===== config.mk =====
export PLATFORM = sky130hd
export DESIGN_NAME = reorder_buffer
export DESIGN_NICKNAME = d
export VERILOG_FILES = /design/src/rtl/rob_pkg.sv /design/src/rtl/rob_entry.sv /design/src/rtl/reorder_buffer.sv
export SDC_FILE = /design/constraint.sdc
export NUM_CORES = 1
export LEC_CHECK = 0
export ABC_AREA = 0
export ABC_CLOCK_PERIOD_IN_PS = 3650
export BUFFER_PORTS_ARGS = -buffer_cell sky130_fd_sc_hd__clkbuf_2
export CORE_MARGIN = 10
export CORE_UTILIZATION = 30
export CTS_CLUSTER_SIZE = 30
export DETAILED_ROUTE_END_ITERATION = 7
export PLACE_DENSITY = 0.52
export SKIP_CTS_REPAIR_TIMING = 1
export SKIP_LAST_GASP = 1
export SLEW_MARGIN = 20
export SYNTH_ARGS = -nofsm -noshare
export SYNTH_HDL_FRONTEND = slang
export SYNTH_HIERARCHICAL = 1
export SYNTH_SLANG_ARGS = --single-unit

===== constraint.sdc =====
create_clock -name clk -period 3.65 [get_ports clk]
set_input_delay 0.365 -clock clk [delete_from_list [all_inputs] [get_ports clk]]
set_output_delay 0.365 -clock clk [all_outputs]
set_load 0.05 [all_outputs]

===== src/rtl/rob_pkg.sv =====
// rtl/rob_pkg.sv - shared types and constants for the reorder buffer
//
// Purpose: entry-state encoding and destination-field location within an
//          instruction word, shared by reorder_buffer and rob_entry.
// Ports:   none (package).
package rob_pkg;

  typedef enum logic [1:0] {
    ST_IDLE = 2'd0,
    ST_WAIT = 2'd1,
    ST_DONE = 2'd2
  } rob_state_e;

  localparam int DEST_LSB = 7;
  localparam int DEST_W   = 5;

endpackage


===== src/rtl/rob_entry.sv =====
// rtl/rob_entry.sv - one reorder-buffer entry: state FSM, tag/dest/value, CDB match
//
// Purpose: holds one in-flight instruction. IDLE -alloc-> WAIT -CDB hit-> DONE
//          -retire-> IDLE; flush forces IDLE.
// Ports:   clk, rst_n       clock, asynchronous active-low reset
//          flush            squash this entry
//          alloc            allocate this entry (top only asserts it when IDLE)
//          alloc_dest/tag   destination register and RS tag to latch
//          retire           entry is at head and being committed
//          cdb_valid/tag/value  packed CDB channels, channel 0 in LSBs
//          done             entry holds a result ready to commit
//          dest, value      latched destination and captured result
module rob_entry
  import rob_pkg::*;
#(
  parameter int TAG_W   = 4,
  parameter int DATA_W  = 32,
  parameter int NUM_CDB = 2
) (
  input  logic                      clk,
  input  logic                      rst_n,
  input  logic                      flush,
  input  logic                      alloc,
  input  logic [DEST_W-1:0]         alloc_dest,
  input  logic [TAG_W-1:0]          alloc_tag,
  input  logic                      retire,
  input  logic [NUM_CDB-1:0]        cdb_valid,
  input  logic [NUM_CDB*TAG_W-1:0]  cdb_tag,
  input  logic [NUM_CDB*DATA_W-1:0] cdb_value,
  output logic                      done,
  output logic [DEST_W-1:0]         dest,
  output logic [DATA_W-1:0]         value
);

  rob_state_e          r_state;
  rob_state_e          w_state_nxt;
  logic [DEST_W-1:0]   r_dest;
  logic [TAG_W-1:0]    r_tag;
  logic [DATA_W-1:0]   r_value;
  logic                w_hit;
  logic [DATA_W-1:0]   w_hit_value;

  // Scan from the highest channel down so the lowest matching channel
  // is the last assignment and therefore wins.
  always_comb begin
    w_hit       = 1'b0;
    w_hit_value = '0;
    for (int c = NUM_CDB - 1; c >= 0; c--) begin
      if (cdb_valid[c] && (cdb_tag[c*TAG_W +: TAG_W] == r_tag)) begin
        w_hit       = 1'b1;
        w_hit_value = cdb_value[c*DATA_W +: DATA_W];
      end
    end
  end

  always_comb begin
    w_state_nxt = r_state;
    case (r_state)
      ST_IDLE: if (alloc)  w_state_nxt = ST_WAIT;
      ST_WAIT: if (w_hit)  w_state_nxt = ST_DONE;
      ST_DONE: if (retire) w_state_nxt = ST_IDLE;
      default:             w_state_nxt = ST_IDLE;
    endcase
    if (flush) w_state_nxt = ST_IDLE;
  end

  always_ff @(posedge clk or negedge rst_n) begin
    if (!rst_n) begin
      r_state <= ST_IDLE;
    end else begin
      r_state <= w_state_nxt;
    end
  end

  always_ff @(posedge clk or negedge rst_n) begin
    if (!rst_n) begin
      r_dest  <= '0;
      r_tag   <= '0;
      r_value <= '0;
    end else if (!flush) begin
      if (alloc && (r_state == ST_IDLE)) begin
        r_dest <= alloc_dest;
        r_tag  <= alloc_tag;
      end
      // The allocation cycle is IDLE, so it never snoops the CDB.
      if ((r_state == ST_WAIT) && w_hit) begin
        r_value <= w_hit_value;
      end
    end
  end

  assign done  = (r_state == ST_DONE);
  assign dest  = r_dest;
  assign value = r_value;

endmodule


===== src/rtl/reorder_buffer.sv =====
// rtl/reorder_buffer.sv - in-order-commit reorder buffer with CDB snooping
//
// Purpose: allocates entries at tail, snoops NUM_CDB result channels, retires
//          the head entry once per cycle as a registered register-file write.
// Ports:   clk, rst_n                 clock, asynchronous active-low reset
//          alloc_valid/ready/instr/tag/idx   allocation handshake, idx = tail
//          cdb_valid/tag/value        packed CDB channels, channel 0 in LSBs
//          flush                      squash everything next edge
//          commit_valid/wen/dest/value registered retire outputs
//          head_idx, count            head pointer and occupancy
module reorder_buffer
  import rob_pkg::*;
#(
  parameter int DEPTH   = 8,
  parameter int TAG_W   = 4,
  parameter int DATA_W  = 32,
  parameter int NUM_CDB = 2
) (
  input  logic                       clk,
  input  logic                       rst_n,
  input  logic                       alloc_valid,
  output logic                       alloc_ready,
  input  logic [31:0]                alloc_instr,
  input  logic [TAG_W-1:0]           alloc_tag,
  output logic [$clog2(DEPTH)-1:0]   alloc_idx,
  input  logic [NUM_CDB-1:0]         cdb_valid,
  input  logic [NUM_CDB*TAG_W-1:0]   cdb_tag,
  input  logic [NUM_CDB*DATA_W-1:0]  cdb_value,
  input  logic                       flush,
  output logic                       commit_valid,
  output logic                       commit_wen,
  output logic [DEST_W-1:0]          commit_dest,
  output logic [DATA_W-1:0]          commit_value,
  output logic [$clog2(DEPTH)-1:0]   head_idx,
  output logic [$clog2(DEPTH+1)-1:0] count
);

  localparam int IDX_W = $clog2(DEPTH);
  localparam int CNT_W = $clog2(DEPTH + 1);
  localparam logic [IDX_W-1:0] LAST_IDX = IDX_W'(DEPTH - 1);
  localparam logic [CNT_W-1:0] FULL_CNT = CNT_W'(DEPTH);

  logic [IDX_W-1:0]  r_head;
  logic [IDX_W-1:0]  r_tail;
  logic [CNT_W-1:0]  r_count;
  logic              r_commit_valid;
  logic              r_commit_wen;
  logic [DEST_W-1:0] r_commit_dest;
  logic [DATA_W-1:0] r_commit_value;

  logic              w_entry_done  [DEPTH];
  logic [DEST_W-1:0] w_entry_dest  [DEPTH];
  logic [DATA_W-1:0] w_entry_value [DEPTH];
  logic              w_alloc_ready;
  logic              w_alloc_fire;
  logic              w_retire;
  logic [DEST_W-1:0] w_head_dest;
  logic [DATA_W-1:0] w_head_value;
  logic              w_unused_instr;

  // Only the destination field is kept per entry.
  assign w_unused_instr = ^{alloc_instr[31:DEST_LSB+DEST_W], alloc_instr[DEST_LSB-1:0]};

  // DEPTH need not be a power of two, so wrap explicitly.
  function automatic logic [IDX_W-1:0] f_inc(input logic [IDX_W-1:0] p);
    return (p == LAST_IDX) ? '0 : p + IDX_W'(1);
  endfunction

  // Occupancy, not pointer equality, separates full from empty.
  assign w_alloc_ready = (r_count < FULL_CNT);
  assign w_alloc_fire  = alloc_valid && w_alloc_ready && !flush;
  assign w_head_dest   = w_entry_dest[r_head];
  assign w_head_value  = w_entry_value[r_head];
  assign w_retire      = w_entry_done[r_head] && !flush;

  for (genvar gi = 0; gi < DEPTH; gi++) begin : g_entry
    rob_entry #(
      .TAG_W   (TAG_W),
      .DATA_W  (DATA_W),
      .NUM_CDB (NUM_CDB)
    ) u_entry (
      .clk        (clk),
      .rst_n      (rst_n),
      .flush      (flush),
      .alloc      (w_alloc_fire && (r_tail == IDX_W'(gi))),
      .alloc_dest (alloc_instr[DEST_LSB +: DEST_W]),
      .alloc_tag  (alloc_tag),
      .retire     (w_retire && (r_head == IDX_W'(gi))),
      .cdb_valid  (cdb_valid),
      .cdb_tag    (cdb_tag),
      .cdb_value  (cdb_value),
      .done       (w_entry_done[gi]),
      .dest       (w_entry_dest[gi]),
      .value      (w_entry_value[gi])
    );
  end

  always_ff @(posedge clk or negedge rst_n) begin
    if (!rst_n) begin
      r_head         <= '0;
      r_tail         <= '0;
      r_count        <= '0;
      r_commit_valid <= 1'b0;
      r_commit_wen   <= 1'b0;
      r_commit_dest  <= '0;
      r_commit_value <= '0;
    end else if (flush) begin
      r_head         <= '0;
      r_tail         <= '0;
      r_count        <= '0;
      r_commit_valid <= 1'b0;
      r_commit_wen   <= 1'b0;
      r_commit_dest  <= '0;
      r_commit_value <= '0;
    end else begin
      if (w_alloc_fire) r_tail <= f_inc(r_tail);
      if (w_retire)     r_head <= f_inc(r_head);
      case ({w_alloc_fire, w_retire})
        2'b10:   r_count <= r_count + CNT_W'(1);
        2'b01:   r_count <= r_count - CNT_W'(1);
        default: r_count <= r_count;
      endcase
      r_commit_valid <= w_retire;
      r_commit_wen   <= w_retire && (w_head_dest != '0);
      if (w_retire) begin
        r_commit_dest  <= w_head_dest;
        r_commit_value <= w_head_value;
      end
    end
  end

  assign alloc_ready  = w_alloc_ready;
  assign alloc_idx    = r_tail;
  assign head_idx     = r_head;
  assign count        = r_count;
  assign commit_valid = r_commit_valid;
  assign commit_wen   = r_commit_wen;
  assign commit_dest  = r_commit_dest;
  assign commit_value = r_commit_value;

endmodule


After elaboration in Yosys (flattened, before gate mapping)
Index checks and enable logic that the tools add are counted.

Register bits: 393. Latch bits: 0. Memory bits (writable): 0. Bits in read-only memories: 0. Bits of input ports: 114. Output and inout port bits: 50. Word-level logic and storage cells: 305. Memories kept: 0.

Add/sub/neg operators: 4. Multiply operators: 0. Div/mod/pow operators: 0. Magnitude comparators: 2. Eq/ne operators: 72. Shifts and indexed selects: 0. Muxes and demuxes: 95. Bitwise logic cells: 2. Reductions and logical operators: 91.

Operators by type and width (count): two-way mux 32 bit (20); binary-select mux 32 bit (select 3 bit) (1); != test 3 x 2 -> 1 bit, second input constant (24); == test 4 bit (16); two-way mux 2 bit (32); logical AND 1 bit (52); case mux 2 bit (3 select lines) (8); AND reduction 2 bit (16); == test 3 bit, second input constant (8); AND reduction 3 bit (8); two-way mux 1 bit (20); two-way mux 5 bit (4); == test 2 x 1 -> 1 bit, second input constant (9); == test 2 bit, second input constant (9); two-way mux 3 bit (6); zero test 2 bit (8); binary-select mux 5 bit (select 3 bit) (1); == test 3 x 2 -> 1 bit, second input constant (4); case mux 4 bit (2 select lines) (1); adder 3 x 1 -> 3 bit, second input constant (2); == test 3 x 1 -> 1 bit, second input constant (2); zero test 3 bit (2); nonzero test 5 bit (1); adder 4 x 1 -> 4 bit, second input constant (1); 10 further kinds (11).

Depth between registers and ports, before layout
Depth in word-level cells: 9. Gate-level depth with buffers: 11. Gate-level depth less buffers: 10.

Modules after synthesis
Netlist, hierarchy kept.

By module, submodules not included: rob_entry (instances 8, cells an instance 151, area an instance 1945.6 um^2, seq. area each 1076.0 um^2); reorder_buffer (instances 1, cells an instance 398, area an instance 4703.3 um^2, seq. area each 1226.2 um^2).

Least setup slack after synthesis
OpenSTA, ideal clock, no wires.

Path type: flip-flop to flip-flop. Start point: reg r_head[1] (netlist: head_idx[1]). End point: reg r_count[3] (netlist: count[3]). Library setup time: 96 ps. Arrival: 2936 ps. Required time: 3554 ps. Setup slack: 618 ps. Cell stages (with the launch flop): 12. Path buffers: 2. Period minus slack after synthesis: 3032 ps. Path through: dfrtp_1 > buf_6 > mux2_4 > mux4_2 > buf_6 > nand2b_1 > nor2_1 > ha_1 > a21o_1 > a21o_1 > o211a_1 > nor4_2.

Longest elaborated chain between the ends: 8. Elaborated cells on any way between the ends: 10. Classes of those cells: eq/ne: 2; mux: 5; bitwise: 1; reduce/logical: 2.

RTL lines: from (decl) (line reorder_buffer.sv:43) `logic [IDX_W-1:0] r_head;`; from (signal assigned) (line reorder_buffer.sv:117) `if (w_retire) r_head <= f_inc(r_head);`; inverter 3 -> 4 bit (not written as such) * (line reorder_buffer.sv:74) `assign w_retire = w_entry_done[r_head] && !flush;`; binary-select mux 1 bit (select 3 bit) * (line reorder_buffer.sv:74); two-way mux 1 bit (not written as such) * (2 in series) (line reorder_buffer.sv:74); logical AND 1 bit * (line reorder_buffer.sv:74); == test 2 x 1 -> 1 bit or == test 2 bit (tied branches) (line reorder_buffer.sv:118) `case ({w_alloc_fire, w_retire})`; case mux 4 bit (2 select lines) (line reorder_buffer.sv:118); two-way mux 4 bit (line reorder_buffer.sv:107) `end else if (flush) begin`; to (signal assigned) (line reorder_buffer.sv:119) `2'b10: r_count <= r_count + CNT_W'(1);`; to (signal assigned) (line reorder_buffer.sv:120) `2'b01: r_count <= r_count - CNT_W'(1);`; to (signal assigned) (line reorder_buffer.sv:121) `default: r_count <= r_count;`; to (decl) (line reorder_buffer.sv:45) `logic [CNT_W-1:0] r_count;`.

Every way passes the cells marked *; elsewhere a longest branch is shown, timed or not. The select of a mux whose other input is x is not followed. A chain may end at the register's enable or synchronous reset.

Worst setup path in the final report
Same ends and word-level chain as after synthesis.

==> impl_metrics.py <==
metrics = {
    "cells_and_area": {
        "multi_input_area_sq_mm": 0.009746,
        "syn2layout_area_growth_pct": 15.45,
        "n_fill_cell": 6644,
        "seqCellArea_sq_mm": 0.009843,
        "final_area_sq_mm": 0.02340,
        "layout.nets": 1842,
        "drive_above_1_share_pct": 26.29,
        "finalNonFillerCells": 2621,
    },
    "power": {
        "ir_drop_v": 0.0002689,
        "seq_power_share_pct": 45.4,
        "leakage_nw": 9.696,
        "pwr-share-clk_pct": 40.5,
        "p_int_mw": 8.274,
        "power.net_switching_mw": 2.962,
        "p_comb_share_pct": 14.1,
        "power_density_mw_per_mm2": 480.2,
        "swShare_pct": 26.36,
        "power.total_mw": 11.24,
    },
    "clocking": {
        "cts_max_path_buffers": 3,
        "htree_levels": 2,
        "clock_latency_ns": 0.59,
        "tritoncts": "built",
        "cts.sinks": 393,
        "cts_inserted_buffers": 45,
        "cts.clk_slew.worst_paths_ns": 0.06,
        "cts-root-buf": "clkbuf_16",
    },
    "synthesis": {
        "synth_warnings": 6,
        "synthFlopType": "dfrtp_1",
        "synth.top_cell.area_share_pct": 48.52,
        "synth.most_common_cell": "dfrtp_1",
        "syn_area_per_cell_sq_um": 12.62,
        "synth_top_cells_by_count": "393 x dfrtp_1, 256 x o21a_1, 256 x o22a_1",
        "synth.area.top_cells": "dfrtp_1 49%, o22a_1 11%, o21a_1 9.5%",
        "syn_nets": 1735,
        "synth_cells": 1606,
        "yosysUniqueCellTypes": 46,
        "ys_seq_elements": 393,
        "synth.cell_area_sq_mm": 0.02027,
        "async_reset_ff_share_pct": 100.0,
        "ys_seq_area_share_pct": 48.52,
        "yosysTopAreaCell": "dfrtp_1",
        "synth_edf_count": 0,
    },
    "global_routing": {
        "grt_pass1_wl_mm": 102.7,
        "overflow": 0,
        "antenna_found_initial": 12,
        "grt.total_usage_pct": 17.33,
        "grt_pass1_vias": 15530,
        "grt_max_degree": 87,
    },
    "critical_path": {
        "required_ns": 4.14,
        "crit_slowest_cell": "mux4_4",
        "crit_fanout": 7,
        "cp-start-kind": "register",
        "max_stage_delay_ns": 0.64,
        "arrival_ns": 3.42,
        "crit_path_cell_trace": "mux2_4, mux4_4, nand2b_1, nor2_1, ha_1, a21o_1, a21o_1, o211a_1, nor4_2",
        "path_class": "register to register",
        "cp_common_cell": "a21o_1",
        "cp-end-kind": "register",
    },
    "sta": {
        "setup_violations": 0,
        "hold_viol_final": 0,
        "period_share_pct": 80.36,
        "setup_slack_ns": 0.7170,
        "slew_viol_final": 0,
        "tightest_slew_ns": 1.024,
        "fmax_ghz": 0.3409,
        "rsz0062_at_grt": "no",
        "finalSetupTns_ns": 0,
        "fin_crit_ns": 2.933,
        "slew_headroom_pct": 31.72,
        "fin_skew_ns": 0.02506,
    },
    "die": {
        "die_h_um": 279.9,
        "coreArea_sq_mm": 0.06704,
        "rows": 95,
        "ios": 164,
        "die_w_um": 279.9,
        "die-area_sq_mm": 0.07836,
        "initial_core_util_pct": 30.23,
    },
    "run_status": {
        "status": "finished clean",
    },
    "detailed_routing": {
        "avgRoutedWirePerCell_um": 26.20,
        "drt-total-wl_mm": 68.66,
        "avgViaCountPerCell": 5.569,
        "dr_total_vias": 14600,
        "ant_nets": 0,
        "firstDrtPassIters": 5,
        "drt_iter0_markers": 849,
        "drc": 0,
    },
    "run": {
        "cap_violations": 0,
    },
    "placed_design": {
        "port_buffers": 136,
        "place.gp.congestion": 0.7426,
        "hpwl_mm": 40.71,
        "placed_area_sq_mm": 0.02193,
        "dp_slack_ns": 0.6911,
        "dp.cells": 2538,
    },
    "worst_hold_path": {
        "min_path_type": "primary input to register",
    },
}
-- path summary, 6_finish.rpt --
| path | from | endpoint | slack, ns | depth (start not counted) |
|---|---|---|---|---|
| worst max-delay path | head_idx[1]$_DFFE_PN0P_ | count[3]$_DFFE_PN0P_ | 0.72 | 9 |
| worst min-delay path | alloc_instr[10] | g_entry[0].u_entry/dest[3]$_DFFE_PN0P_ | 0.11 | 2 |
| worst max register to register | head_idx[1]$_DFFE_PN0P_ | count[3]$_DFFE_PN0P_ | 0.72 | 9 |
| worst min register to register | g_entry[2].u_entry/value[7]$_DFFE_PN0P_ | g_entry[2].u_entry/value[7]$_DFFE_PN0P_ | 0.48 | 1 |
| max in group asynchronous | rst_n | g_entry[3].u_entry/value[27]$_DFFE_PN0P_ | 2.28 | 3 |
| min in group asynchronous | rst_n | commit_value[5]$_DFFE_PN0P_ | 0.42 | 2 |
-- logic make-up (layout without fill, tap and decap cells) --
kind of cell | after synthesis | after routing | share of synthesized area, %
compound gates | 592 | 592 | 24.37
flops | 393 | 393 | 48.52
simple gates | 240 | 240 | 5.883
mux | 162 | 162 | 13.17
buf+inv | 138 | 278 | 4.148
xor+xnor | 66 | 66 | 2.945
fa+ha+maj | 15 | 15 | 0.9630
other cells | 0 | 2 | 0
-- sequential cells by signal (all words and copies together), names as in the netlist --
| name | cells |
|---|---|
| count | 4 |
| head_idx | 3 |
| g_entry.u_entry/r_tag | 32 |
| alloc_idx | 3 |
| commit_dest | 5 |
| commit_valid | 1 |
| g_entry.u_entry/value | 256 |
| commit_value | 32 |
| g_entry.u_entry/r_state | 16 |
| commit_wen | 1 |
| g_entry.u_entry/dest | 40 |
-- critical path: cells and delay by family, from the launching register on --
family,cells,cell delay (ns)
mux,2,0.97
compound gates,3,0.48
flops,1,0.54
fa+ha+maj,1,0.32
simple gates,3,0.51
-- power by group through the flow --
| stage | sequential, mW | combinational, mW | clock, mW |
|---|---|---|---|
| global placement | 5.14 | 1.56 | 0 |
| detailed placement | 5.17 | 1.60 | 0 |
| floorplan | 5.13 | 1.04 | 0 |
| CTS | 5.09 | 1.60 | 4.68 |
| finish | 5.10 | 1.58 | 4.55 |
| global route | 5.15 | 1.73 | 4.83 |
-- final cells by class --
class	count	share of cell area (%)
antenna	2	0.02139
clock buffer	62	5.433
clock inverter	18	0.7753
inverter	10	0.1604
multi-input combinational	1075	41.65
sequential	393	42.07
tap	873	4.668
timing repair buffer	188	5.229
-- layer usage --
layer	vias to the layer above	track usage, %	share of wire, %
met4	20	5.225	2.6
met1	7686	22.27	43
met2	416	28.84	48
met5	-	0	0.19
met3	134	3.694	5.9
li1	6340	-	-
-- through the flow --
step                      util (%)  hold slack, ns
after floorplan                  -         0.06941
after global placement       32.72          0.4505
after detailed placement     32.72          0.4550
after CTS                    34.88         -0.1775
after global routing         34.90          0.1151
final                        34.90          0.1123
-- layout by cell type (no fill, tap or decap), types with 24 or more instances in the layout --
master / instances
dfrtp_1: 390
buf_4: 41
o21a_1: 256
mux4_2: 74
nand2_1: 83
xnor2_1: 41
xor2_1: 24
clkbuf_16: 46
o22a_1: 256
clkbuf_2: 134
nor2_1: 62
mux2_2: 74
No activity file was read; power rests on OpenSTA's default activity.
